<file path="src/rtl/btn_value_editor_if.sv">
// rtl/btn_value_editor_if.sv - switch/button inputs and edited-value outputs of btn_value_editor
interface btn_value_editor_if;
  logic [15:0] SW_I;
  logic        DBTN_C_I;
  logic        DBTN_U_I;
  logic        DBTN_L_I;
  logic        DBTN_R_I;
  logic        DBTN_D_I;
  logic [15:0] VALUE_O;
  logic [1:0]  DIGIT_SEL_O;
  logic        LOAD_O;
  logic [4:0]  EVT_O;

  modport slave (
    input  SW_I, DBTN_C_I, DBTN_U_I, DBTN_L_I, DBTN_R_I, DBTN_D_I,
    output VALUE_O, DIGIT_SEL_O, LOAD_O, EVT_O
  );

  modport master (
    output SW_I, DBTN_C_I, DBTN_U_I, DBTN_L_I, DBTN_R_I, DBTN_D_I,
    input  VALUE_O, DIGIT_SEL_O, LOAD_O, EVT_O
  );
endinterface

</file>
<file path="src/rtl/btn_value_editor.sv">
// rtl/btn_value_editor.sv - hex nibble editor driven by C/U/L/R/D buttons
// U/D auto-repeat is built only when BTN_VALUE_EDITOR_AUTO_REPEAT_EN is defined.
module btn_value_editor #(
  parameter int REPEAT_DELAY = 50000000,
  parameter int REPEAT_RATE  = 10000000
) (
  input  logic              CLK100_I,
  input  logic              RST_I,
  btn_value_editor_if.slave bus
);
  // Button vectors use the EVT_O bit order {D,R,L,U,C}.
  logic [4:0]  btn_raw;
  logic [4:0]  s_q, p_q;
  logic [4:0]  press;
  logic [15:0] sw_q;
  logic [15:0] value_q, value_d;
  logic [1:0]  sel_q, sel_d;
  logic        load_q, load_d;
  logic [4:0]  evt_q, evt_d;
  logic [3:0]  nib;
  logic        rpt_fire;
  logic        rpt_dn;

  assign btn_raw = {bus.DBTN_D_I, bus.DBTN_R_I, bus.DBTN_L_I, bus.DBTN_U_I, bus.DBTN_C_I};
  assign press   = s_q & ~p_q;

  always_ff @(posedge CLK100_I) begin
    if (RST_I) begin
      s_q     <= '1;
      p_q     <= '1;
      sw_q    <= '0;
      value_q <= '0;
      sel_q   <= '0;
      load_q  <= 1'b0;
      evt_q   <= '0;
    end else begin
      s_q     <= btn_raw;
      p_q     <= s_q;
      sw_q    <= bus.SW_I;
      value_q <= value_d;
      sel_q   <= sel_d;
      load_q  <= load_d;
      evt_q   <= evt_d;
    end
  end

`ifdef BTN_VALUE_EDITOR_AUTO_REPEAT_EN
  typedef enum logic [1:0] {IDLE, HOLD, REPEAT} rpt_state_e;
  rpt_state_e  state_q, state_d;
  logic [31:0] cnt_q, cnt_d;
  logic        held_dn_q, held_dn_d;
  logic        held_s;

  always_ff @(posedge CLK100_I) begin
    if (RST_I) begin
      state_q   <= IDLE;
      cnt_q     <= '0;
      held_dn_q <= 1'b0;
    end else begin
      state_q   <= state_d;
      cnt_q     <= cnt_d;
      held_dn_q <= held_dn_d;
    end
  end

  // Any accepted press edge preempts the repeat; a U/D press re-arms it for that button.
  always_comb begin
    state_d   = state_q;
    cnt_d     = cnt_q;
    held_dn_d = held_dn_q;
    rpt_fire  = 1'b0;
    held_s    = held_dn_q ? s_q[4] : s_q[1];
    if (|press) begin
      cnt_d = '0;
      if (press[0]) begin
        state_d = IDLE;
      end else if (press[1]) begin
        state_d   = HOLD;
        held_dn_d = 1'b0;
      end else if (press[4]) begin
        state_d   = HOLD;
        held_dn_d = 1'b1;
      end else begin
        state_d = IDLE;
      end
    end else begin
      case (state_q)
        HOLD, REPEAT: begin
          if (!held_s) begin
            state_d = IDLE;
            cnt_d   = '0;
          end else if (cnt_q == ((state_q == HOLD) ? 32'(REPEAT_DELAY - 1)
                                                    : 32'(REPEAT_RATE - 1))) begin
            rpt_fire = 1'b1;
            state_d  = REPEAT;
            cnt_d    = '0;
          end else begin
            cnt_d = cnt_q + 32'd1;
          end
        end
        default: state_d = IDLE;
      endcase
    end
  end

  assign rpt_dn = held_dn_q;
`else
  assign rpt_fire = 1'b0;
  assign rpt_dn   = 1'b0;
`endif

  always_comb begin
    evt_d   = '0;
    value_d = value_q;
    sel_d   = sel_q;
    load_d  = 1'b0;
    nib     = value_q[{sel_q, 2'b00} +: 4];
    if (press[0])      evt_d = 5'b00001;
    else if (press[1]) evt_d = 5'b00010;
    else if (press[4]) evt_d = 5'b10000;
    else if (press[2]) evt_d = 5'b00100;
    else if (press[3]) evt_d = 5'b01000;
    else if (rpt_fire) evt_d = rpt_dn ? 5'b10000 : 5'b00010;

    if (evt_d[0]) begin
      value_d = sw_q;
      load_d  = 1'b1;
    end else if (evt_d[1]) begin
      value_d[{sel_q, 2'b00} +: 4] = nib + 4'd1;
    end else if (evt_d[4]) begin
      value_d[{sel_q, 2'b00} +: 4] = nib - 4'd1;
    end else if (evt_d[2]) begin
      sel_d = sel_q + 2'd1;
    end else if (evt_d[3]) begin
      sel_d = sel_q - 2'd1;
    end
  end

  assign bus.VALUE_O     = value_q;
  assign bus.DIGIT_SEL_O = sel_q;
  assign bus.LOAD_O      = load_q;
  assign bus.EVT_O       = evt_q;
endmodule

</file>
<file path="src/flat_wrapper.sv">
// flat-port wrapper written by rule: the top's interface ports become plain ports
module btn_value_editor_flat 
#(
  parameter int REPEAT_DELAY = 50000000,
  parameter int REPEAT_RATE  = 10000000
)
  (CLK100_I, RST_I, bus_SW_I, bus_DBTN_C_I, bus_DBTN_U_I, bus_DBTN_L_I, bus_DBTN_R_I, bus_DBTN_D_I, bus_VALUE_O, bus_DIGIT_SEL_O, bus_LOAD_O, bus_EVT_O);
  btn_value_editor_if bus_i ();
  input  logic CLK100_I;
  input  logic RST_I;
  input wire logic [$bits(bus_i.SW_I)-1:0] bus_SW_I;
  input wire logic [$bits(bus_i.DBTN_C_I)-1:0] bus_DBTN_C_I;
  input wire logic [$bits(bus_i.DBTN_U_I)-1:0] bus_DBTN_U_I;
  input wire logic [$bits(bus_i.DBTN_L_I)-1:0] bus_DBTN_L_I;
  input wire logic [$bits(bus_i.DBTN_R_I)-1:0] bus_DBTN_R_I;
  input wire logic [$bits(bus_i.DBTN_D_I)-1:0] bus_DBTN_D_I;
  output wire logic [$bits(bus_i.VALUE_O)-1:0] bus_VALUE_O;
  output wire logic [$bits(bus_i.DIGIT_SEL_O)-1:0] bus_DIGIT_SEL_O;
  output wire logic [$bits(bus_i.LOAD_O)-1:0] bus_LOAD_O;
  output wire logic [$bits(bus_i.EVT_O)-1:0] bus_EVT_O;
  assign bus_i.SW_I = bus_SW_I;
  assign bus_i.DBTN_C_I = bus_DBTN_C_I;
  assign bus_i.DBTN_U_I = bus_DBTN_U_I;
  assign bus_i.DBTN_L_I = bus_DBTN_L_I;
  assign bus_i.DBTN_R_I = bus_DBTN_R_I;
  assign bus_i.DBTN_D_I = bus_DBTN_D_I;
  assign bus_VALUE_O = bus_i.VALUE_O;
  assign bus_DIGIT_SEL_O = bus_i.DIGIT_SEL_O;
  assign bus_LOAD_O = bus_i.LOAD_O;
  assign bus_EVT_O = bus_i.EVT_O;
  btn_value_editor #(.REPEAT_DELAY(REPEAT_DELAY), .REPEAT_RATE(REPEAT_RATE)) u_core (.CLK100_I(CLK100_I), .RST_I(RST_I), .bus(bus_i));
endmodule
</file>
<file path="config.mk">
export PLATFORM = sky130hd
export DESIGN_NAME = btn_value_editor_flat
export DESIGN_NICKNAME = d
export VERILOG_FILES = /design/src/rtl/btn_value_editor_if.sv /design/src/rtl/btn_value_editor.sv /design/src/flat_wrapper.sv
export SDC_FILE = /design/constraint.sdc
export NUM_CORES = 1
export LEC_CHECK = 0
export ABC_AREA = 1
export CAP_MARGIN = 15
export CORE_MARGIN = 5
export CORE_UTILIZATION = 40
export DETAILED_ROUTE_END_ITERATION = 16
export MAX_ROUTING_LAYER = met4
export PLACE_DENSITY = 0.74
export SETUP_SLACK_MARGIN = 0.5
export SLEW_MARGIN = 10
export SYNTH_ARGS = -nofsm -noshare
export SYNTH_HDL_FRONTEND = slang
export SYNTH_SLANG_ARGS = --single-unit
</file>
<file path="constraint.sdc">
create_clock -name CLK100_I -period 3.04 [get_ports CLK100_I]
set_input_delay 0.304 -clock CLK100_I [delete_from_list [all_inputs] [get_ports CLK100_I]]
set_output_delay 0.304 -clock CLK100_I [all_outputs]
set_load 0.02 [all_outputs]
</file>
==> flow_metrics.env, run 1 <==
export IMPL_fmax_mhz=446.6
export IMPL_vdd_drop_max_mv=0.2667
export IMPL_finalHoldViolCount=0
export IMPL_yosysWarningCount=0
export IMPL_area_delta_synth_final_pct=25.97
export IMPL_holdBufCountCts=0
export IMPL_grt_pass1_vias=1959
export IMPL_p_per_area_nw_per_um2=483.4
export IMPL_routedWlPerCell_um=13.60
export IMPL_reg2reg_depth=10
export IMPL_status="finished, final reports clean"
export IMPL_synth_cell_area_um2=2260
export IMPL_layout_cells_non_filler=416
export IMPL_dr_first_iter_drc_count=129
export IMPL_synth_seq_area_share=0.4341
export IMPL_synth_async_reset_ratio=0
export IMPL_dr_pass1_iters=4
export IMPL_final_layout_size_suffix_gt1_frac=0.1308
export IMPL_use_met3=0.03786
export IMPL_min_from="u_core.s_q[2]"
export IMPL_grt_util_met1=0.2023
export IMPL_hp_class="reg -> reg"
export IMPL_nNetsFinal=373
export IMPL_gp_congestion=0.9756
export IMPL_cp_arrival_ns=2.47
export IMPL_holdPathStages=2
export IMPL_top_usage_layer="met2"
export IMPL_maxSlewHeadroom=0.6035
export IMPL_clk_latency_ns=0.30
export IMPL_path_clk_slew_ns=0.08
export IMPL_design_die_area_um2=7252
export IMPL_fp_dieH_um=85.16
export IMPL_final_util=0.5169
export IMPL_synth_edf_count=0
export IMPL_drc_errors=0
export IMPL_dp_hpwl_um=4307
export IMPL_yosysUniqueCellTypes=33
export IMPL_cts_path_max_buffers=2
export IMPL_max_cap_violations=0
export IMPL_drv_slew=0
export IMPL_hold_path_endpoint="u_core.p_q[2]"
export IMPL_worstSetupPathType="reg -> reg"
export IMPL_dp_cells=409
export IMPL_io_pins=47
export IMPL_cts_tree="yes"
export IMPL_avgSynthCellArea_um2=7.557
export IMPL_crit_path_max_fanout=14
export IMPL_crit_required_ns=3.27
export IMPL_multi_input_area_um2=1054
export IMPL_numPortBuffers=46
export IMPL_period_minus_slack_ns=2.239
export IMPL_worstSetupEndpointType="flip-flop"
export IMPL_initial_utilization=0.4104
export IMPL_synth_main_ff_cell="dfxtp_1"
export IMPL_syn_inst=299
export IMPL_grt_pass1_wl_um=9301
export IMPL_setup_tns_ns=0
export IMPL_gr_total_overflow=0
export IMPL_avgViaCountPerCell=4.998
export IMPL_grt_usage=0.1659
export IMPL_coreArea_um2=5507
export IMPL_tightest_slew_ns=0.5941
export IMPL_finClkSkew_ns=0.008626
export IMPL_n_antenna_cell=0
export IMPL_synth_area_leaders="dfxtp_1 (43%), nand2_1 (8.6%), a21oi_1 (7.3%), inv_1 (5.3%), nor2_1 (5.0%)"
export IMPL_drtAntennaViolNets=0
export IMPL_cts_buffers=5
export IMPL_cts_setup_buffers=0
export IMPL_antenna_found_initial=0
export IMPL_clock_sinks=49
export IMPL_cts_resized_gates=0
export IMPL_yosysTopAreaCell="dfxtp_1"
export IMPL_setup_worst_path_start="u_core.bus.DIGIT_SEL_O[0]"
export IMPL_rsz0062_at_grt="no"
export IMPL_fillers=545
export IMPL_netlist_area_leader_share=0.4341
export IMPL_min_period_over_period=0.7366
export IMPL_regArea_um2=980.9
export IMPL_wirelength_um=5658
export IMPL_ys_ff_latch=49
export IMPL_p_leak_uw=0.001273
export IMPL_timing_rr_start="u_core.bus.DIGIT_SEL_O[0]"
export IMPL_fp_row_count=27
export IMPL_vias=2079
export IMPL_die_w_um=85.16
export IMPL_finalSetupViolations=0
export IMPL_h_tree_depth=2
export IMPL_syn_nets=328
export IMPL_cts_root_buf="clkbuf_8"
export IMPL_grt_max_degree=29
export IMPL_worstSetupStartpointType="flip-flop"
export IMPL_met2_usage=0.2655
export IMPL_timing_rr_end="u_core.bus.VALUE_O[5]"
export IMPL_rrSetupSlack_ns=0.80
==> cells in the mapped netlist (all sizes together) (2+ instances only) <==
| cell | count |
|---|---|
| ha | 6 |
| nand2 | 62 |
| o21ai | 25 |
| a21oi | 34 |
| nor2 | 32 |
| xor2 | 2 |
| nor3 | 3 |
| clkbuf | 6 |
| or2 | 7 |
| nand3 | 17 |
| dfxtp | 49 |
| buf | 5 |
| inv | 40 |
| nand4 | 3 |
==> worst max path at each step <==
stage	slack (ns)	cells past startpoint	endpoint
after floorplan	1.10	11	u_core.bus.VALUE_O[5]
after global placement	0.93	11	u_core.bus.VALUE_O[6]
after detailed placement	0.86	10	u_core.bus.VALUE_O[5]
after CTS	0.83	10	u_core.bus.VALUE_O[5]
after global routing	0.54	10	u_core.bus.VALUE_O[5]
final	0.80	10	u_core.bus.VALUE_O[5]
==> registers in the layout (all words and copies together), names as in the netlist <==
signal and count:
u_core.bus.VALUE_O 16, u_core.s_q 5, u_core.sw_q 16, u_core.p_q 5
u_core.bus.DIGIT_SEL_O 2, u_core.bus.EVT_O 5
==> where the power goes <==
group | internal [uW] | leakage, uW | total (uW) | switching [uW]
sequential | 675 | 0.000404 | 700 | 25.3
clock | 181 | 0.0000443 | 372 | 191
combinational | 125 | 0.000825 | 304 | 179
total | 981 | 0.00127 | 1380 | 395
==> layer usage <==
metal | routed length, um | part of all wire
met1 | 2472 | 0.44
met2 | 2739 | 0.48
met4 | 125 | 0.022
met3 | 321 | 0.057
met5 | 0 | 0
==> metrics by stage <==
stage / instance area, um^2 / hold slack (ns) / worst slack, ns / power [uW]
floorplan: 2260 / 0.3915 / 1.104 / 914.3
global placement: 2760 / 0.3973 / 0.9338 / 1014
detailed placement: 2760 / 0.4036 / 0.8594 / 1017
CTS: 2846 / 0.4231 / 0.8284 / 1387
global route: 2846 / 0.4530 / 0.5415 / 1441
finish: 2846 / 0.4188 / 0.8009 / 1376
==> layout make-up <==
type | instances | area share
clock buffer | 7 | 0.03033
timing repair buffer | 49 | 0.1697
inverter | 40 | 0.05363
sequential | 49 | 0.3446
tap | 72 | 0.03165
multi-input combinational | 199 | 0.3701
==> logic make-up (layout without fill, tap and decap cells) <==
family | Yosys count | after routing | synth area share
compound gates | 64 | 64 | 0.1517
xor+xnor | 3 | 3 | 0.01163
fa+ha+maj | 6 | 6 | 0.03322
buf+inv | 51 | 96 | 0.09967
flops | 49 | 49 | 0.4341
simple gates | 126 | 126 | 0.2697
==> critical path, stage by stage, from the launching register on <==
cell,delay (ns)
dfxtp_1,0.65
buf_4,0.25
nand2_1,0.07
nand3_1,0.11
nand2_2,0.09
ha_1,0.34
inv_1,0.08
a21oi_1,0.08
a211oi_1,0.28
nand2_1,0.09
a21oi_1,0.14
==> cells in the final DEF, fill, tap and decap left out, types with 6 or more instances in the layout <==
cell type | netlist | layout
ha_1 | 6 | 6
or2_2 | 7 | 7
o21ai_1 | 8 | 8
clkbuf_8 | 0 | 6
o21ai_0 | 17 | 17
inv_1 | 32 | 32
inv_2 | 7 | 7
nand2_2 | 9 | 9
nand3_2 | 7 | 7
nand3_1 | 10 | 10
dfxtp_1 | 49 | 49
a21oi_1 | 33 | 33
clkdlybuf4s50_1 | 0 | 46
nor2_1 | 30 | 30
nand2_1 | 52 | 52
Power figures use the tool's default switching activity.
==> run 2: changes to the inputs <==
--- a/config.mk
+++ b/config.mk
@@ -11,7 +11,7 @@
 export CORE_UTILIZATION = 40
 export DETAILED_ROUTE_END_ITERATION = 16
 export MAX_ROUTING_LAYER = met4
-export PLACE_DENSITY = 0.74
+export PLACE_DENSITY = 0.76
 export SETUP_SLACK_MARGIN = 0.5
 export SLEW_MARGIN = 10
 export SYNTH_ARGS = -nofsm -noshare
==> constraint.sdc (replaced) <==
create_clock -name CLK100_I -period 1.8 [get_ports CLK100_I]
set_input_delay 0.18 -clock CLK100_I [delete_from_list [all_inputs] [get_ports CLK100_I]]
set_output_delay 0.18 -clock CLK100_I [all_outputs]
set_load 0.02 [all_outputs]
==> run 2 against run 1 <==
  * Combinational power up 150%
  * Register-to-register slack lost 0.70 ns
  * Sequential share of layout area down 5.2 points
  * Maximum frequency increased by 32%
  * Critical path type unchanged
  * Critical endpoint is now u_core.bus.VALUE_O[13]
  * Clock skew down 0.0029 ns
  * Clock power rose by 130%
  * Highest routed layer unchanged
  * Wire length rose by 11%
  * Final area rose by 19%
==> flow_metrics.env, run 2 (synthesis gave the netlist of run 1 again) <==
export IMPL_setup_tns_ns=0
export IMPL_mostFrequentLayoutCell="dfxtp_1"
export IMPL_final_layout_size_suffix_gt1_frac=0.3514
export IMPL_dr_pass1_iters=4
export IMPL_drv_slew=0
export IMPL_clk_latency_ns=0.30
export IMPL_finClkSkew_ns=0.005709
export IMPL_grt_pass1_wl_um=10410
export IMPL_vdd_drop_max_mv=0.5034
export IMPL_antenna_found_initial=0
export IMPL_cts_root_buf="clkbuf_8"
export IMPL_fp_dieH_um=85.16
export IMPL_crit_path_max_fanout=6
export IMPL_tightest_slew_ns=0.2777
export IMPL_worstSetupPathType="reg -> reg"
export IMPL_maxSlewHeadroom=0.8145
export IMPL_n_antenna_cell=0
export IMPL_cp_arrival_ns=1.94
export IMPL_worstSetupStartpointType="flip-flop"
export IMPL_nNetsFinal=398
export IMPL_dr_first_iter_drc_count=209
export IMPL_p_leak_uw=0.001562
export IMPL_finalHoldViolCount=0
export IMPL_h_tree_depth=2
export IMPL_coreArea_um2=5507
export IMPL_initial_utilization=0.4104
export IMPL_numPortBuffers=46
export IMPL_gp_congestion=0.8901
export IMPL_cts_buffers=5
export IMPL_path_clk_slew_ns=0.09
export IMPL_grt_usage=0.1849
export IMPL_worstSetupEndpointType="flip-flop"
export IMPL_grt_pass1_vias=2191
export IMPL_vias=2197
export IMPL_crit_chain="buf_6, nand2_2, nand3_2, nand2_4, ha_4, a21oi_4, a211oi_2, nand2_1, a21oi_2"
export IMPL_status="finished, final reports clean"
export IMPL_wirelength_um=6288
export IMPL_gr_total_overflow=0
export IMPL_p_per_area_nw_per_um2=826.0
export IMPL_dp_hpwl_um=4693
export IMPL_rsz0062_at_grt="yes"
export IMPL_drc_errors=0
export IMPL_routedWlPerCell_um=14.23
export IMPL_io_pins=47
export IMPL_grt_max_degree=23
export IMPL_period_minus_slack_ns=1.700
export IMPL_p_total_uw=2793
export IMPL_finalSetupViolations=0
export IMPL_final_cell_mix="dfxtp_1 (46), nand2_1 (42), inv_1 (27), a21oi_1 (27), buf_4 (25)"
export IMPL_crit_slowest_cell="dfxtp_4"
export IMPL_max_cap_violations=0
export IMPL_die_w_um=85.16
export IMPL_design_die_area_um2=7252
export IMPL_area_delta_synth_final_pct=49.67
export IMPL_fillers=467
export IMPL_hp_class="in -> reg"
export IMPL_min_period_over_period=0.9446
export IMPL_slowest_delay_ns=0.41
export IMPL_avgViaCountPerCell=4.971
export IMPL_holdPathStages=3
export IMPL_cts_tree="yes"
export IMPL_cts_path_max_buffers=2
export IMPL_crit_required_ns=2.04
export IMPL_clock_sinks=49
export IMPL_fmax_mhz=588.2
export IMPL_drtAntennaViolNets=0
export IMPL_reg2reg_depth=9
export IMPL_fp_row_count=27
==> run 2: cell count changes in the layout (fill, tap and decap cells not counted), sizes merged <==
cell,change
buf,+27
bufinv,+1
dlygate4sd2,+19
clkinv,+1
clkdlybuf4s50,-24
clkdlybuf4s15,+2
==> run 2: metrics by stage <==
step	worst slack, ns	cells	hold slack [ns]	utilization	instance area, um^2
after global routing	0.02845	442	0.3692	0.6142	3382
after detailed placement	0.1010	423	0.4065	0.5378	2962
final	0.09976	442	0.3832	0.6142	3382
after floorplan	0.002344	299	0.2838	-	2356
after global placement	0.06256	423	0.3996	0.5378	2962
after CTS	0.09605	441	0.3790	0.6024	3317
==> run 2: final timing paths <==
path | startpoint | to | slack [ns]
worst max-delay path | u_core.bus.DIGIT_SEL_O[0] | u_core.bus.VALUE_O[13] | 0.1
worst min register to register | u_core.s_q[2] | u_core.p_q[2] | 0.42
worst min-delay path | bus_SW_I[12] | u_core.sw_q[12] | 0.38
worst max register to register | u_core.bus.DIGIT_SEL_O[0] | u_core.bus.VALUE_O[13] | 0.1
==> run 2: timing repair <==
action / CTS / global route
endpoints found under the setup margin: 42 / 22
hold buffers: 0 / 0
pin swaps: 26 / 11
resized for setup: 80 / 19
buffers inserted: 10 / 1
==> run 2: area by class of cell <==
type / instances / area [um^2] / area share
Inverter: 40 / 167.7 / 0.04957
Clock inverter: 2 / 35.03 / 0.01036
Sequential cell: 49 / 989.7 / 0.2926
Timing Repair Buffer: 74 / 644.4 / 0.1905
Multi-Input combinational cell: 199 / 1361 / 0.4025
Tap cell: 72 / 90.09 / 0.02664
Clock buffer: 6 / 93.84 / 0.02775
==> run 2: power breakdown <==
group	total [uW]	switching (uW)	internal, uW
clock	864	368	496
sequential	1180	37.3	1140
combinational	752	428	324
total	2790	833	1960
==> run 2: routing by layer <==
metal	GRT usage	wire length (um)
met1	0.2179	2645
met2	0.3030	3105
met3	0.05243	423
met4	0.06043	113
met5	-	0
==> run 2: critical path: cells and delay by family (launching register included) <==
kind	cells	cell delay, ns
AOI/OAI and AO/OA	3	0.48
DFF	1	0.41
and+or+nand+nor	4	0.33
adders and majority gates	1	0.30
buffers and inverters	1	0.13
==> run 3: changes to the inputs <==
--- a/config.mk
+++ b/config.mk
@@ -13,6 +13,7 @@
 export MAX_ROUTING_LAYER = met4
 export PLACE_DENSITY = 0.76
 export SETUP_SLACK_MARGIN = 0.5
+export SKIP_LAST_GASP = 1
 export SLEW_MARGIN = 10
 export SYNTH_ARGS = -nofsm -noshare
 export SYNTH_HDL_FRONTEND = slang
==> results of run 3 <==
Final layout, timing and power as in run 2 (identical DEF).
